<file path="src/rtl/mux_scan_pkg.sv">
// Shared types and constants for the mux scan sequencer.
// Build option: MUX_SCAN_MSB_FIRST_EN reverses the scan so the word leaves MSB first.
package mux_scan_pkg;

   localparam int unsigned N_IN  = 16;
   localparam int unsigned SEL_W = 4;

   typedef enum logic {
      IDLE,
      SCAN
   } state_t;

`ifdef MUX_SCAN_MSB_FIRST_EN
   localparam logic [SEL_W-1:0] SEL_START = SEL_W'(15);
   localparam logic [SEL_W-1:0] SEL_END   = SEL_W'(0);

   function automatic logic [SEL_W-1:0] stepSel(input logic [SEL_W-1:0] sel);
      return sel - 1'b1;
   endfunction
`else
   localparam logic [SEL_W-1:0] SEL_START = SEL_W'(0);
   localparam logic [SEL_W-1:0] SEL_END   = SEL_W'(15);

   function automatic logic [SEL_W-1:0] stepSel(input logic [SEL_W-1:0] sel);
      return sel + 1'b1;
   endfunction
`endif

endpackage

</file>
<file path="src/rtl/mux_scan_dwell_timer.sv">
// Dwell counter for the mux scan sequencer: counts 0..DWELL-1 while run is high,
// wrapping to 0 after the terminal count; tick flags the terminal count.
module mux_scan_dwell_timer #(
   parameter int unsigned DWELL = 1
) (
   input  logic clk,
   input  logic rst,
   input  logic clear,
   input  logic run,
   output logic tick
);

   localparam int unsigned CNT_W = (DWELL > 1) ? $clog2(DWELL) : 1;
   localparam logic [CNT_W-1:0] CNT_MAX = CNT_W'(DWELL - 1);

   logic [CNT_W-1:0] count_q;

   assign tick = (count_q == CNT_MAX);

   always_ff @(posedge clk) begin
      if (rst || clear) begin
         count_q <= '0;
      end else if (run) begin
         count_q <= tick ? '0 : count_q + 1'b1;
      end
   end

endmodule

</file>
<file path="src/rtl/mux_scan_ctrl.sv">
// Sequencer that loads a word onto the 16:1 mux data bus and walks sel across it,
// flagging each cycle on which the mux output carries a valid serial bit.
// Build option: MUX_SCAN_MSB_FIRST_EN (scan order, see mux_scan_pkg).
module mux_scan_ctrl
   import mux_scan_pkg::*;
#(
   parameter int unsigned DWELL = 1
) (
   input  logic              clk,
   input  logic              rst,
   input  logic [N_IN-1:0]   in_data,
   input  logic              in_valid,
   output logic              in_ready,
   input  logic              abort,
   output logic [N_IN-1:0]   data,
   output logic [SEL_W-1:0]  sel,
   output logic              bit_valid,
   output logic              last,
   output logic              done
);

   if (DWELL == 0 || DWELL > 16) begin : g_bad_dwell
      $error("mux_scan_ctrl: DWELL must be in the range 1..16");
   end

   state_t             state_q;
   logic [N_IN-1:0]    data_q;
   logic [SEL_W-1:0]   sel_q;
   logic [SEL_W-1:0]   selNext;
   logic               in_ready_q;
   logic               bit_valid_q;
   logic               last_q;
   logic               done_q;
   logic               accept;
   logic               timerRun;
   logic               tick;

   assign accept   = (state_q == IDLE) && in_ready_q && in_valid;
   assign timerRun = accept || ((state_q == SCAN) && !abort && !last_q);
   assign selNext  = bit_valid_q ? stepSel(sel_q) : sel_q;

   // The timer runs one cycle ahead of the scan, so tick predicts the next
   // cycle's dwell position and bit_valid can leave straight from a flop.
   mux_scan_dwell_timer #(
      .DWELL (DWELL)
   ) u_dwell_timer (
      .clk   (clk),
      .rst   (rst),
      .clear (!timerRun),
      .run   (timerRun),
      .tick  (tick)
   );

   always_ff @(posedge clk) begin
      if (rst) begin
         state_q     <= IDLE;
         data_q      <= '0;
         sel_q       <= SEL_START;
         in_ready_q  <= 1'b1;
         bit_valid_q <= 1'b0;
         last_q      <= 1'b0;
         done_q      <= 1'b0;
      end else begin
         bit_valid_q <= 1'b0;
         last_q      <= 1'b0;
         done_q      <= 1'b0;
         case (state_q)
            IDLE: begin
               sel_q      <= SEL_START;
               in_ready_q <= 1'b1;
               if (accept) begin
                  data_q      <= in_data;
                  in_ready_q  <= 1'b0;
                  bit_valid_q <= tick;
                  state_q     <= SCAN;
               end
            end
            SCAN: begin
               if (abort || last_q) begin
                  // An abort drops the done pulse even if it lands on the final bit.
                  state_q    <= IDLE;
                  sel_q      <= SEL_START;
                  in_ready_q <= 1'b1;
                  done_q     <= !abort;
               end else begin
                  sel_q       <= selNext;
                  bit_valid_q <= tick;
                  last_q      <= tick && (selNext == SEL_END);
               end
            end
            default: begin
               state_q    <= IDLE;
               sel_q      <= SEL_START;
               in_ready_q <= 1'b1;
            end
         endcase
      end
   end

   assign in_ready  = in_ready_q;
   assign data      = data_q;
   assign sel       = sel_q;
   assign bit_valid = bit_valid_q;
   assign last      = last_q;
   assign done      = done_q;

endmodule
</file>
<file path="config.mk">
export PLATFORM = sky130hd
export DESIGN_NAME = mux_scan_ctrl
export DESIGN_NICKNAME = d
export VERILOG_FILES = /design/src/rtl/mux_scan_pkg.sv /design/src/rtl/mux_scan_dwell_timer.sv /design/src/rtl/mux_scan_ctrl.sv
export SDC_FILE = /design/constraint.sdc
export NUM_CORES = 1
export LEC_CHECK = 0
export ABC_CLOCK_PERIOD_IN_PS = 2200
export BUFFER_PORTS_ARGS = -buffer_cell sky130_fd_sc_hd__clkbuf_2
export CORE_MARGIN = 4
export CORE_UTILIZATION = 46
export CTS_CLUSTER_DIAMETER = 60
export DETAILED_ROUTE_END_ITERATION = 16
export GPL_ROUTABILITY_DRIVEN = 0
export PLACE_DENSITY = 0.89
export RECOVER_POWER = 100
export SETUP_SLACK_MARGIN = 0.3
export SLEW_MARGIN = 5
export SYNTH_ARGS = -nofsm -noshare
export SYNTH_HDL_FRONTEND = slang
export SYNTH_SLANG_ARGS = --single-unit
</file>
<file path="constraint.sdc">
create_clock -name clk -period 2.2 [get_ports clk]
set_input_delay 0.11 -clock clk [delete_from_list [all_inputs] [get_ports clk]]
set_output_delay 0.11 -clock clk [all_outputs]
set_load 0.02 [all_outputs]
</file>
==> flow_metrics.tcl <==
set metrics [dict create \
    num_rows 15 \
    grt_max_degree 21 \
    final-hold-violation-count 0 \
    fin_cells 170 \
    crit_type "reg -> reg" \
    clk_latency_ps 310 \
    power-per-cell-area_mw_per_mm2 740 \
    die-area_sq_mm 0.00258 \
    grt_use_total_pct 17.5 \
    fillers 166 \
    yosysTopAreaCell "dfxtp_1" \
    viasPerCell 4.85 \
    fin_setup_tns_ps 0 \
    synthMostInstantiatedCell "nand2_1" \
    root_buffer "clkbuf_4" \
    dp_hpwl_mm 1.47 \
    min_period_ps 1340 \
    cts_tree "built" \
    vias 825 \
    crit_required_ps 2420 \
    syn_area_per_cell_sq_um 8.68 \
    skew_ps 7.17 \
    cts_buffers 3 \
    core_area_sq_mm 0.00173 \
    wl_per_cell_um 12.7 \
    cts.clk_slew.worst_paths_ps 130 \
    grt_pass1_wl_mm 3.49 \
    syn-cell-area_sq_um 842 \
    start_kind "register" \
    async_flop_share_pct 0 \
    grt_pass1_vias 790 \
    totalWireLength_mm 2.15 \
    firstDrtPassIters 4 \
    fin_ws_ps 864 \
    ys_types 20 \
    port_buffers 43 \
    yosys-top-cells-area "dfxtp_1 (57%), nand2_1 (15%), a21oi_1 (9.5%)" \
    dp_cells 159 \
    n_antenna_cell 0 \
    yosysWarnings 0 \
    clock-sinks 24 \
    top_level_ports 44 \
    antenna_found_initial 0 \
    area_growth_pct 33.3 \
    crit_fanout 6 \
    hold_path_class "in -> reg" \
    die_w_um 50.8 \
    arrival_ps 1550 \
    peakVddDrop_v 0.000439 \
    synth_top_area_share_pct 57.1 \
    ys_ff_latch 24 \
    timing.fmax_mhz 748 \
    die_h_um 50.8 \
    nets 167 \
    slew_headroom_pct 57.9 \
    syn-instance-count 97 \
    clockBufferDepth 2 \
    synth_nets 118 \
    rsz0062_at_grt "no" \
    pre_cts_ws_ps 889 \
    setup_viol 0 \
    ant_nets 0 \
    endpoint_kind "register" \
    drtIter0Drc 15 \
    synth-main-ff-cell "dfxtp_1" \
    timing.final.max_slew_violations 0 \
    drive_above_1_share_pct 15.9 \
    r2r_slack_ps 860 \
    synth_edf_count 0 \
    worst_pin_slew_ps 629 \
    drv_cap 0 \
    drc 0 \
    initial_utilization_pct 48.8 \
    outcome "finished clean" \
    fin_crit_sh_pct 60.7 \
    ys_seq_area_share_pct 57.1 \
    power_leakage_nw 0.454 \
    cts_setup_buffers 0 \
    htreeDepth 1 \
    grt_overflow 0 \
    synthTopCellsByCount "nand2_1 (33), dfxtp_1 (24), a21oi_1 (16)" \
]
-- routing by layer --
layer,global-route usage [%],vias to the layer above,wire (um)
li1,-,416,-
met1,19.3,368,862
met2,32.0,37,1110
met3,2.67,4,141
met4,8.97,0,38
met5,0,-,0
-- power breakdown --
group	internal, mW	leakage [nW]	total, mW	switching, mW
Sequential	0.458	0.196	0.473	0.0143
Combinational	0.0462	0.237	0.130	0.0839
Clock	0.101	0.0210	0.228	0.127
Total	0.606	0.454	0.830	0.225
-- area by class of cell --
type	instances	area (sq um)	area share, %
Sequential cell	24	480	42.8
Multi-Input combinational cell	66	315	28.1
Timing Repair Buffer	50	255	22.7
Clock buffer	4	36.3	3.23
Tap cell	25	31.3	2.79
Inverter	1	3.75	0.334
-- critical path, stage by stage, from the launching register on --
cell      delay (ps)
dfxtp_1          410
nand2b_1         110
or3_1            420
nor4_1           300
-- layout by cell type, fill, tap and decap left out, drive strengths merged --
cell type    netlist  layout
nor3b              1       1
o21ai              1       1
and3b              1       1
nand3b             1       1
nor4               1       1
dfxtp             24      24
nand2             33      33
nand2b             1       1
xor2               1       1
nor3               1       1
a21oi             16      16
nor2               4       4
inv                1       1
nand4              1       1
clkbuf             2      47
ha                 1       1
xnor2              1       1
o21bai             1       1
or3                1       1
dlygate4sd3        0       7
-- state kept, by name, summed over array words and instances, names as in the netlist --
signal / flops
data: 16
done: 1
in_ready: 1
last: 1
sel: 4
state_q: 1
-- final timing paths --
check | startpoint | cells after the start | to
setup / recovery | state_q | 3 | last
hold / removal | in_data[5] | 3 | data[5]
setup reg to reg | state_q | 3 | last
hold reg to reg | data[3] | 2 | data[3]
-- repair_timing --
| action | in CTS | in global routing |
|---|---|---|
| hold endpoints to repair | 7 | 0 |
| hold buffers | 7 | 0 |
| gates resized for setup | 0 | 0 |
-- kinds of logic after synthesis --
group                    Yosys count  share of synthesized area (%)
AND/OR/NAND/NOR                   45                           24.7
XOR/XNOR                           2                           2.08
buffers and inverters              7                           3.71
AO/OA/AOI/OAI                     18                           11.0
flip-flops                        24                           57.1
adder cells (fa/ha/maj)            1                           1.49
-- per-stage QoR --
stage / utilization (%) / instance area (sq um) / hold WS, ps / total power, mW
final: 65.0 / 1120 / 8.01 / 0.830
after global routing: 65.0 / 1120 / 8.69 / 0.864
after CTS: 67.6 / 1170 / 1.23 / 0.843
after detailed placement: 61.4 / 1060 / 341 / 0.608
after global placement: 61.4 / 1060 / 337 / 0.603
after floorplan: - / 842 / 246 / 0.560
(Power assumes the default switching activity.)
